[src/rtl/regfile_port_ctrl_pkg.sv]
// rtl/regfile_port_ctrl_pkg.sv - shared widths, enables and state encoding
// Purpose: constants and the controller state type, imported by the
//          interface and the top.
// Ports:   none (package).
package regfile_port_ctrl_pkg;

  localparam int REG_BUS_W      = 32;  // register width
  localparam int REG_ADDR_BUS_W = 5;   // register address width
  localparam int STARVE_LIM_DEF = 8;   // debug wait cycles before stall

  localparam logic WRITE_ENABLE = 1'b1;
  localparam logic READ_ENABLE  = 1'b1;

  typedef enum logic [1:0] {
    RPC_INIT = 2'd0,  // zero-sweep of r1..r31
    RPC_RUN  = 2'd1,  // normal arbitration
    RPC_ACK  = 2'd2   // one-cycle debug acknowledge
  } rpc_state_t;

endpackage

[src/rtl/regfile_port_ctrl_if.sv]
// rtl/regfile_port_ctrl_if.sv - pipeline/debug/regfile bundle
// Purpose: groups every non-clock signal of regfile_port_ctrl.
// Ports (signals):
//   wb_we/wb_waddr/wb_wdata      pipeline writeback request
//   id_re2/id_raddr2             pipeline read-port-2 request
//   dbg_req/dbg_wr/dbg_addr/dbg_wdata, dbg_ack/dbg_rdata  debug handshake
//   rf_we/rf_waddr/rf_wdata, rf_re2/rf_raddr2, rf_rdata2   regfile ports
//   stall_req, init_done         status to the pipeline
// Modports: slave = the controller, master = its environment.
interface regfile_port_ctrl_if
  import regfile_port_ctrl_pkg::*;
#(
  parameter int DATA_W = REG_BUS_W,
  parameter int ADDR_W = REG_ADDR_BUS_W
);

  logic              wb_we;
  logic [ADDR_W-1:0] wb_waddr;
  logic [DATA_W-1:0] wb_wdata;
  logic              id_re2;
  logic [ADDR_W-1:0] id_raddr2;
  logic              dbg_req;
  logic              dbg_wr;
  logic [ADDR_W-1:0] dbg_addr;
  logic [DATA_W-1:0] dbg_wdata;
  logic              dbg_ack;
  logic [DATA_W-1:0] dbg_rdata;
  logic              rf_we;
  logic [ADDR_W-1:0] rf_waddr;
  logic [DATA_W-1:0] rf_wdata;
  logic              rf_re2;
  logic [ADDR_W-1:0] rf_raddr2;
  logic [DATA_W-1:0] rf_rdata2;
  logic              stall_req;
  logic              init_done;

  modport slave (
    input  wb_we, wb_waddr, wb_wdata, id_re2, id_raddr2,
    input  dbg_req, dbg_wr, dbg_addr, dbg_wdata, rf_rdata2,
    output dbg_ack, dbg_rdata, rf_we, rf_waddr, rf_wdata,
    output rf_re2, rf_raddr2, stall_req, init_done
  );

  modport master (
    output wb_we, wb_waddr, wb_wdata, id_re2, id_raddr2,
    output dbg_req, dbg_wr, dbg_addr, dbg_wdata, rf_rdata2,
    input  dbg_ack, dbg_rdata, rf_we, rf_waddr, rf_wdata,
    input  rf_re2, rf_raddr2, stall_req, init_done
  );

endinterface

[src/rtl/regfile_port_ctrl.sv]
// rtl/regfile_port_ctrl.sv - regfile write port / read port 2 owner
// Purpose: zero-sweeps r1..r31 after reset, then arbitrates the write port
//          (writeback first) and read port 2 (decode first) against a
//          debug/loader requester, stalling the pipeline if it starves.
// Ports:
//   clk  single clock
//   rst  asynchronous, active-high reset
//   bus  regfile_port_ctrl_if.slave (pipeline, debug and regfile signals)
module regfile_port_ctrl
  import regfile_port_ctrl_pkg::*;
#(
  parameter int DATA_W     = REG_BUS_W,
  parameter int ADDR_W     = REG_ADDR_BUS_W,
  parameter int STARVE_LIM = STARVE_LIM_DEF
) (
  input  logic                  clk,
  input  logic                  rst,
  regfile_port_ctrl_if.slave    bus
);

  localparam int CNT_W = $clog2(STARVE_LIM + 1);

  rpc_state_t        state, state_next;
  logic [ADDR_W-1:0] sweep_addr;
  logic [CNT_W-1:0]  starve_cnt, starve_next;
  logic              wr_grant, rd_grant;

  always_ff @(posedge clk or posedge rst) begin
    if (rst) begin
      state         <= RPC_INIT;
      sweep_addr    <= ADDR_W'(1);
      starve_cnt    <= '0;
      bus.dbg_ack   <= 1'b0;
      bus.dbg_rdata <= '0;
      bus.init_done <= 1'b0;
    end else begin
      state       <= state_next;
      starve_cnt  <= starve_next;
      bus.dbg_ack <= wr_grant | rd_grant;
      if (state == RPC_INIT)
        sweep_addr <= sweep_addr + ADDR_W'(1);
      // rf_rdata2 already carries same-cycle writeback forwarding.
      if (rd_grant)
        bus.dbg_rdata <= bus.rf_rdata2;
      if (state == RPC_INIT && state_next == RPC_RUN)
        bus.init_done <= 1'b1;
    end
  end

  always_comb begin
    state_next    = state;
    wr_grant      = 1'b0;
    rd_grant      = 1'b0;
    bus.rf_we     = 1'b0;
    bus.rf_waddr  = bus.wb_waddr;
    bus.rf_wdata  = bus.wb_wdata;
    bus.rf_re2    = bus.id_re2;
    bus.rf_raddr2 = bus.id_raddr2;

    case (state)
      RPC_INIT: begin
        bus.rf_we    = WRITE_ENABLE;
        bus.rf_waddr = sweep_addr;
        bus.rf_wdata = {DATA_W{1'b0}};
        if (sweep_addr == {ADDR_W{1'b1}})
          state_next = RPC_RUN;
      end
      RPC_RUN: begin
        bus.rf_we = bus.wb_we;
        if (!bus.wb_we && bus.dbg_req && bus.dbg_wr) begin
          wr_grant     = 1'b1;
          bus.rf_we    = WRITE_ENABLE;
          bus.rf_waddr = bus.dbg_addr;
          bus.rf_wdata = bus.dbg_wdata;
        end
        if (!bus.id_re2 && bus.dbg_req && !bus.dbg_wr) begin
          rd_grant      = 1'b1;
          bus.rf_re2    = READ_ENABLE;
          bus.rf_raddr2 = bus.dbg_addr;
        end
        if (wr_grant || rd_grant)
          state_next = RPC_ACK;
      end
      RPC_ACK: begin
        // dbg_req is still high here; granting it again would double-ack.
        bus.rf_we  = bus.wb_we;
        state_next = RPC_RUN;
      end
      default: state_next = RPC_INIT;
    endcase
  end

  // Starvation counter: counts blocked RUN cycles, saturating at the limit.
  always_comb begin
    starve_next = starve_cnt;
    if (state == RPC_RUN) begin
      if (!bus.dbg_req || wr_grant || rd_grant)
        starve_next = '0;
      else if (starve_cnt != CNT_W'(STARVE_LIM))
        starve_next = starve_cnt + CNT_W'(1);
    end
  end

  // Decoded from registered state only, so no loop back into the pipeline.
  assign bus.stall_req = (state == RPC_INIT) ||
                         (starve_cnt == CNT_W'(STARVE_LIM));

endmodule
[src/flat_wrapper.sv]
// flat-port wrapper written by rule: the top's interface ports become plain ports
module regfile_port_ctrl_flat import regfile_port_ctrl_pkg::*;
#(
  parameter int DATA_W     = REG_BUS_W,
  parameter int ADDR_W     = REG_ADDR_BUS_W,
  parameter int STARVE_LIM = STARVE_LIM_DEF
)
  (clk, rst, bus_wb_we, bus_wb_waddr, bus_wb_wdata, bus_id_re2, bus_id_raddr2, bus_dbg_req, bus_dbg_wr, bus_dbg_addr, bus_dbg_wdata, bus_rf_rdata2, bus_dbg_ack, bus_dbg_rdata, bus_rf_we, bus_rf_waddr, bus_rf_wdata, bus_rf_re2, bus_rf_raddr2, bus_stall_req, bus_init_done);
  regfile_port_ctrl_if #(.DATA_W(DATA_W), .ADDR_W(ADDR_W)) bus_i ();
  input  logic clk;
  input  logic rst;
  input wire logic [$bits(bus_i.wb_we)-1:0] bus_wb_we;
  input wire logic [$bits(bus_i.wb_waddr)-1:0] bus_wb_waddr;
  input wire logic [$bits(bus_i.wb_wdata)-1:0] bus_wb_wdata;
  input wire logic [$bits(bus_i.id_re2)-1:0] bus_id_re2;
  input wire logic [$bits(bus_i.id_raddr2)-1:0] bus_id_raddr2;
  input wire logic [$bits(bus_i.dbg_req)-1:0] bus_dbg_req;
  input wire logic [$bits(bus_i.dbg_wr)-1:0] bus_dbg_wr;
  input wire logic [$bits(bus_i.dbg_addr)-1:0] bus_dbg_addr;
  input wire logic [$bits(bus_i.dbg_wdata)-1:0] bus_dbg_wdata;
  input wire logic [$bits(bus_i.rf_rdata2)-1:0] bus_rf_rdata2;
  output wire logic [$bits(bus_i.dbg_ack)-1:0] bus_dbg_ack;
  output wire logic [$bits(bus_i.dbg_rdata)-1:0] bus_dbg_rdata;
  output wire logic [$bits(bus_i.rf_we)-1:0] bus_rf_we;
  output wire logic [$bits(bus_i.rf_waddr)-1:0] bus_rf_waddr;
  output wire logic [$bits(bus_i.rf_wdata)-1:0] bus_rf_wdata;
  output wire logic [$bits(bus_i.rf_re2)-1:0] bus_rf_re2;
  output wire logic [$bits(bus_i.rf_raddr2)-1:0] bus_rf_raddr2;
  output wire logic [$bits(bus_i.stall_req)-1:0] bus_stall_req;
  output wire logic [$bits(bus_i.init_done)-1:0] bus_init_done;
  assign bus_i.wb_we = bus_wb_we;
  assign bus_i.wb_waddr = bus_wb_waddr;
  assign bus_i.wb_wdata = bus_wb_wdata;
  assign bus_i.id_re2 = bus_id_re2;
  assign bus_i.id_raddr2 = bus_id_raddr2;
  assign bus_i.dbg_req = bus_dbg_req;
  assign bus_i.dbg_wr = bus_dbg_wr;
  assign bus_i.dbg_addr = bus_dbg_addr;
  assign bus_i.dbg_wdata = bus_dbg_wdata;
  assign bus_i.rf_rdata2 = bus_rf_rdata2;
  assign bus_dbg_ack = bus_i.dbg_ack;
  assign bus_dbg_rdata = bus_i.dbg_rdata;
  assign bus_rf_we = bus_i.rf_we;
  assign bus_rf_waddr = bus_i.rf_waddr;
  assign bus_rf_wdata = bus_i.rf_wdata;
  assign bus_rf_re2 = bus_i.rf_re2;
  assign bus_rf_raddr2 = bus_i.rf_raddr2;
  assign bus_stall_req = bus_i.stall_req;
  assign bus_init_done = bus_i.init_done;
  regfile_port_ctrl #(.DATA_W(DATA_W), .ADDR_W(ADDR_W), .STARVE_LIM(STARVE_LIM)) u_core (.clk(clk), .rst(rst), .bus(bus_i));
endmodule
[config.mk]
export PLATFORM = sky130hd
export DESIGN_NAME = regfile_port_ctrl_flat
export DESIGN_NICKNAME = d
export VERILOG_FILES = /design/src/rtl/regfile_port_ctrl_pkg.sv /design/src/rtl/regfile_port_ctrl_if.sv /design/src/rtl/regfile_port_ctrl.sv /design/src/flat_wrapper.sv
export SDC_FILE = /design/constraint.sdc
export NUM_CORES = 1
export LEC_CHECK = 0
export CORE_UTILIZATION = 34
export CTS_CLUSTER_DIAMETER = 60
export DETAILED_ROUTE_END_ITERATION = 10
export GPL_ROUTABILITY_DRIVEN = 0
export PLACE_DENSITY_LB_ADDON = 0.15
export REMOVE_ABC_BUFFERS = 1
export SKIP_LAST_GASP = 1
export SYNTH_ARGS = -nofsm -noshare
export SYNTH_HDL_FRONTEND = slang
export SYNTH_SLANG_ARGS = --single-unit
[constraint.sdc]
create_clock -name clk -period 2.2 [get_ports clk]
set_input_delay 0.44 -clock clk [delete_from_list [all_inputs] [get_ports clk]]
set_output_delay 0.44 -clock clk [all_outputs]
set_load 0.03 [all_outputs]
==> out/qor.txt, run 1 <==
GRT Resource Usage Total: 0.197
Worst Path Max Fanout: 8
Largest cells by area after synthesis: dfrtp_1 44%, mux2_4 22%, a22o_1 11%, buf_12 2.4%, a221o_1 2.0%
Via count: 2377
Post-Place Cells: 485
Most common flop cell mapped by yosys: dfrtp_1
Clock buffer depth: 2
Routed WL: 8870 um
Top delay family on crit path: simple AND/OR/NAND/NOR gates
Final Hold Viols: 0
P per Cell Area: 1190 nW/um2
Most common cell in the netlist: dfrtp_1
Count of buffers from port buffering: 195
Post-Syn Instances: 190
Switching Power: 2.44 mW
Post-synthesis register bit count: 45
Setup Skew: 0.00380 ns
CTS Buf Count: 5
Slew Limit Fails: 0
FMAX: 0.440 GHz
Mapped cell area: 2530 um2
Leak: 2.33 nW
Post-synth ARST share: 1.00
Vias in the first global route: 2263
Grt ovf: 0
CP required: 1.76 ns
Final core occ: 0.698
Cell taking the most area after synthesis: dfrtp_1
CTS Sinks: 45
Crit path kind: reg -> out
Clock share of power: 0.105
Chip Width: 88.2 um
Share of layout cells above drive strength 1: 0.315
Final period util: 1.03
CTS H-tree depth: 2
Violated checks: setup timing
CP max stage cell: or4_4
Layout area overhead: 99.2%
Final Worst Setup Slack: -0.0739 ns
Setup crit end kind: output pin
Worst-Skew Late Latency: 0.28 ns
Post-synth top area share: 0.435
Initial DRT Pass Iterations: 4
Hold WS: 0.471 ns
Largest net degree at the start of global routing: 38
Fin cells: 506
Crit path arrival time: 1.83 ns
Global-route wire length before repair: 11600 um
EDFF count, synth: 0
Die H: 88.2 um
Relative slew slack: 0.687
Vias/cell: 4.70
Time the worst path needs with I/O delays and setup: 2.27 ns
Type of the worst min-delay path: reg -> reg
Root buffer cell: clkbuf_8
I/O pin count: 196
Sequential fraction of the synthesis area: 0.446
Die Area: 7790 um2
Syn avg cell area: 13.3 um2
Standard-cell row count: 31
# setup viols final: 6
DRC: 0
RSZ-0062 raised after global routing: yes
Cell variety after synth: 37
Sum Neg Setup Slack: -0.361 ns
CTS clk-pin slew, worst paths: 0.08 ns
Ys Warns: 0
Synth cell count leaders: 44 x dfrtp_1, 37 x mux2_4, 32 x a22o_1
CTS Hold Bufs: 0
Status: complete, but fails checks
CP max stage delay: 0.54 ns
Slew @ Worst Pin: 0.468 ns
DP HPWL: 5910 um
Max-cap viol count: 0
Initial antenna violation count: 1
Startpoint Class: flop
CTS tree: yes
Power Internal: 3.53 mW
Peak supply drop: 0.661 mV
Routed WL per cell: 17.5 um
Flop pwr share: 0.245
WP buf/inv: 1
Final nets: 526
Core area: 7210 um2
Starting density of the core: 0.351
Logic pwr share: 0.649
Cells along the critical path: nand2b_4 -> or4_4 -> mux2_4 -> buf_6
Post-DRT Antenna Nets: 0
Switching part of the total power: 0.409
DR iter-0 viols: 76
power groups by stage:
stage | logic, mW | clock network, mW | registers [mW]
5_1_grt | 4.07 | 0.681 | 1.52
6_report | 3.88 | 0.630 | 1.46
3_3_place_gp | 3.61 | 0 | 1.47
2_1_floorplan | 1.56 | 0 | 2.04
4_1_cts | 3.78 | 0.646 | 1.47
3_5_place_dp | 3.65 | 0 | 1.46
area by class of cell:
type / count / area, um2
Inverter: 7 / 26.3
Clock inverter: 1 / 30.0
Sequential cell: 45 / 1130
Tap cell: 99 / 124
Clock buffer: 7 / 86.3
Timing Repair Buffer: 222 / 2370
Fill cell: 524 / 2180
Multi-Input combinational cell: 124 / 1270
Antenna cell: 1 / 2.50
sequential cells by signal (all words and copies together) (netlist names):
register and cells:
u_core.bus.dbg_rdata 32, u_core.bus.init_done 1, u_core.state 2, u_core.starve_cnt 4, u_core.bus.dbg_ack 1, u_core.sweep_addr 5
metal layers:
layer / wire (um) / share of wire / global-route usage / vias up
met5: 0 / 0 / 0 / -
met1: 3490 / 0.39 / 0.223 / 1091
li1: - / - / - / 1148
met2: 4380 / 0.49 / 0.349 / 123
met3: 775 / 0.087 / 0.0606 / 15
met4: 225 / 0.025 / 0.0704 / 0
stage by stage:
stage	power, mW	area, um2	setup slack (ns)
after floorplan	3.60	2410	-0.601
after global placement	5.08	4540	-0.773
after detailed placement	5.11	4540	-0.778
after CTS	5.89	4890	-0.195
after global routing	6.26	5040	-0.126
final	5.97	5040	-0.0739
repair_timing:
item	in CTS	in global routing
setup buffers	3	2
pin swaps	11	14
endpoints found under the setup margin	45	44
gates resized for setup	66	24
endpoints found under the hold margin	0	0
cloned	4	3
cell families after synthesis:
kind of cell    Yosys count  share of synthesized area
fa+ha+maj                 4                     0.0198
compound gates           50                      0.163
flops                    45                      0.446
xor+xnor                  3                     0.0104
buf+inv                  21                     0.0569
mux                      42                      0.241
simple gates             25                     0.0623
worst paths after layout:
kind	from	endpoint	slack (ns)	cells after the start
hold reg to reg	u_core.bus.init_done	u_core.bus.init_done	0.47	1
setup reg to reg	u_core.state[1]	u_core.bus.dbg_rdata[1]	0.35	5
setup / recovery	u_core.state[1]	bus_rf_raddr2[3]	-0.07	4
min in group asynchronous	rst	u_core.bus.dbg_rdata[16]	0.48	2
hold / removal	u_core.bus.init_done	u_core.bus.init_done	0.47	1
max in group asynchronous	rst	u_core.sweep_addr[0]	1.16	3
placed cells by master (no fill, tap or decap), types with 4 or more instances in the layout:
cell type / Yosys / final
a221o_1: 5 / 5
a22o_1: 32 / 32
and2_1: 5 / 5
buf_12: 3 / 5
buf_16: 0 / 4
buf_4: 0 / 20
buf_6: 2 / 39
clkbuf_8: 0 / 6
clkdlybuf4s50_1: 0 / 146
dfrtp_1: 44 / 44
ha_1: 4 / 4
inv_1: 6 / 5
mux2_2: 4 / 4
mux2_4: 37 / 37
o21ai_0: 5 / 5
Power figures use the tool's default switching activity.
==> inputs of run 2 (changes only) <==
RECOVER_POWER = 50   (was default)
==> out/qor.txt, run 2 (synthesis results as in run 1) <==
DP HPWL: 5910 um
Most common cell after layout, fill and taps aside: clkdlybuf4s50_1
Final Worst Setup Slack: -0.0735 ns
Clock buffer depth: 2
Final core occ: 0.696
GRT Resource Usage Total: 0.197
Max-cap viol count: 0
Sum Neg Setup Slack: -0.356 ns
Largest net degree at the start of global routing: 38
Worst Path Max Fanout: 8
Cells along the critical path: nand2b_4 -> or4_4 -> mux2_4 -> buf_6
Leak: 2.32 nW
Count of buffers from port buffering: 195
P per Cell Area: 1190 nW/um2
Standard-cell row count: 31
CTS tree: yes
Most frequent cells in the layout: 145 x clkdlybuf4s50_1, 44 x dfrtp_1, 39 x buf_6, 37 x mux2_4, 32 x a22o_1
Relative slew slack: 0.474
Core area: 7210 um2
CTS Buf Count: 5
Reg-to-reg endpoint: u_core.bus.dbg_rdata[1]
Power Internal: 3.52 mW
# setup viols final: 6
Chip Width: 88.2 um
Largest register FFs: 32
CP max stage cell: or4_4
Switching Power: 2.43 mW
Reg-to-reg startpoint: u_core.state[1]
CTS Hold Bufs: 0
Vias/cell: 4.73
Setup crit end kind: output pin
Global-route wire length before repair: 11600 um
Hold Startpoint: u_core.bus.init_done
Setup Skew: 0.00386 ns
Final nets: 526
Initial antenna violation count: 1
Die H: 88.2 um
RSZ-0062 raised after global routing: yes
Switching part of the total power: 0.409
Slew Limit Fails: 0
Largest register by flop count: u_core.bus.dbg_rdata
Post-DRT Antenna Nets: 0
FMAX: 0.440 GHz
Starting density of the core: 0.351
Share of layout cells above drive strength 1: 0.305
Layout area overhead: 98.5%
CP required: 1.76 ns
Worst Hold Path EP: u_core.bus.init_done
Time the worst path needs with I/O delays and setup: 2.27 ns
CTS H-tree depth: 2
Worst slack, placed: -0.778 ns
DR iter-0 viols: 73
DRC: 0
Regs by FF count: u_core.bus.dbg_rdata (32), u_core.sweep_addr (5), u_core.starve_cnt (4)
Final Hold Viols: 0
Crit path kind: reg -> out
Startpoint Class: flop
Die Area: 7790 um2
Logic pwr share: 0.650
Post-Place Cells: 485
I/O pin count: 196
Via count: 2391
Flop pwr share: 0.245
Peak supply drop: 0.661 mV
Fin cells: 506
CTS clk-pin slew, worst paths: 0.08 ns
Vias in the first global route: 2263
Routed WL per cell: 17.5 um
Initial DRT Pass Iterations: 4
Worst-Skew Late Latency: 0.28 ns
Hold depth: 1
Crit path arrival time: 1.83 ns
CTS Sinks: 45
Root buffer cell: clkbuf_8
Slew @ Worst Pin: 0.789 ns
Final period util: 1.03
Worst R2R Path Depth: 5
Reg2reg setup slack: 0.35 ns
Type of the worst min-delay path: reg -> reg
Violated checks: setup timing
Status: complete, but fails checks
Grt ovf: 0
Clock share of power: 0.105
Routed WL: 8870 um
CP max stage delay: 0.54 ns
## run 2: power groups by stage
stage               clock (mW)  sequential (mW)  combinational, mW
finish                   0.626             1.46               3.87
global route             0.681             1.51               4.06
CTS                      0.646             1.47               3.78
detailed placement           0             1.46               3.65
global placement             0             1.47               3.61
floorplan                    0             2.04               1.56
## run 2: how the worst max path moves through the flow
stage / slack [ns] / start / end / cells past startpoint
floorplan: -0.60 / bus_wb_we / bus_rf_waddr[0] / 3
global placement: -0.77 / bus_dbg_req / bus_rf_raddr2[0] / 5
detailed placement: -0.78 / bus_dbg_req / bus_rf_raddr2[3] / 5
CTS: -0.19 / u_core.state[1] / bus_rf_raddr2[3] / 4
global route: -0.13 / u_core.state[1] / bus_rf_raddr2[3] / 4
finish: -0.07 / u_core.state[1] / bus_rf_raddr2[3] / 4
## run 2: area by class of cell
class,count,area (um2)
Antenna cell,1,2.50
Clock buffer,7,86.3
Clock inverter,1,30.0
Fill cell,527,2190
Inverter,7,26.3
Multi-Input combinational cell,124,1260
Sequential cell,45,1130
Tap cell,99,124
Timing Repair Buffer,222,2360
## run 2: routing by layer
layer / track usage / routed length, um
met3: 0.0606 / 774
met2: 0.349 / 4400
met1: 0.223 / 3470
met4: 0.0704 / 225
met5: 0 / 0
## run 2: per-stage QoR
step / hold slack (ns) / area [um2] / power [mW]
2_1_floorplan: 0.451 / 2410 / 3.60
3_3_place_gp: 0.446 / 4540 / 5.08
3_5_place_dp: 0.456 / 4540 / 5.11
4_1_cts: 0.474 / 4890 / 5.89
5_1_grt: 0.516 / 5020 / 6.25
6_report: 0.471 / 5020 / 5.96
## run 2: critical path, delay by kind of cell, from the launching register on
| family | cells | cell delay [ns] |
|---|---|---|
| multiplexers | 1 | 0.35 |
| AND/OR/NAND/NOR | 2 | 0.68 |
| buffers and inverters | 1 | 0.14 |
| flip-flops | 1 | 0.38 |
## run 2: what timing repair did
action	4_1_cts	5_1_grt
endpoints found under the setup margin	45	44
endpoints found under the hold margin	0	0
cloned	4	3
setup buffers	3	2
gates resized for setup	66	24
pin swaps	11	14
==> inputs of run 3 (changes only) <==
CAP_MARGIN = 20   (was default)
SLEW_MARGIN = 40   (was default)
==> results of run 3 <==
Same layout as run 2: the final DEF is identical, and so are final timing and power.
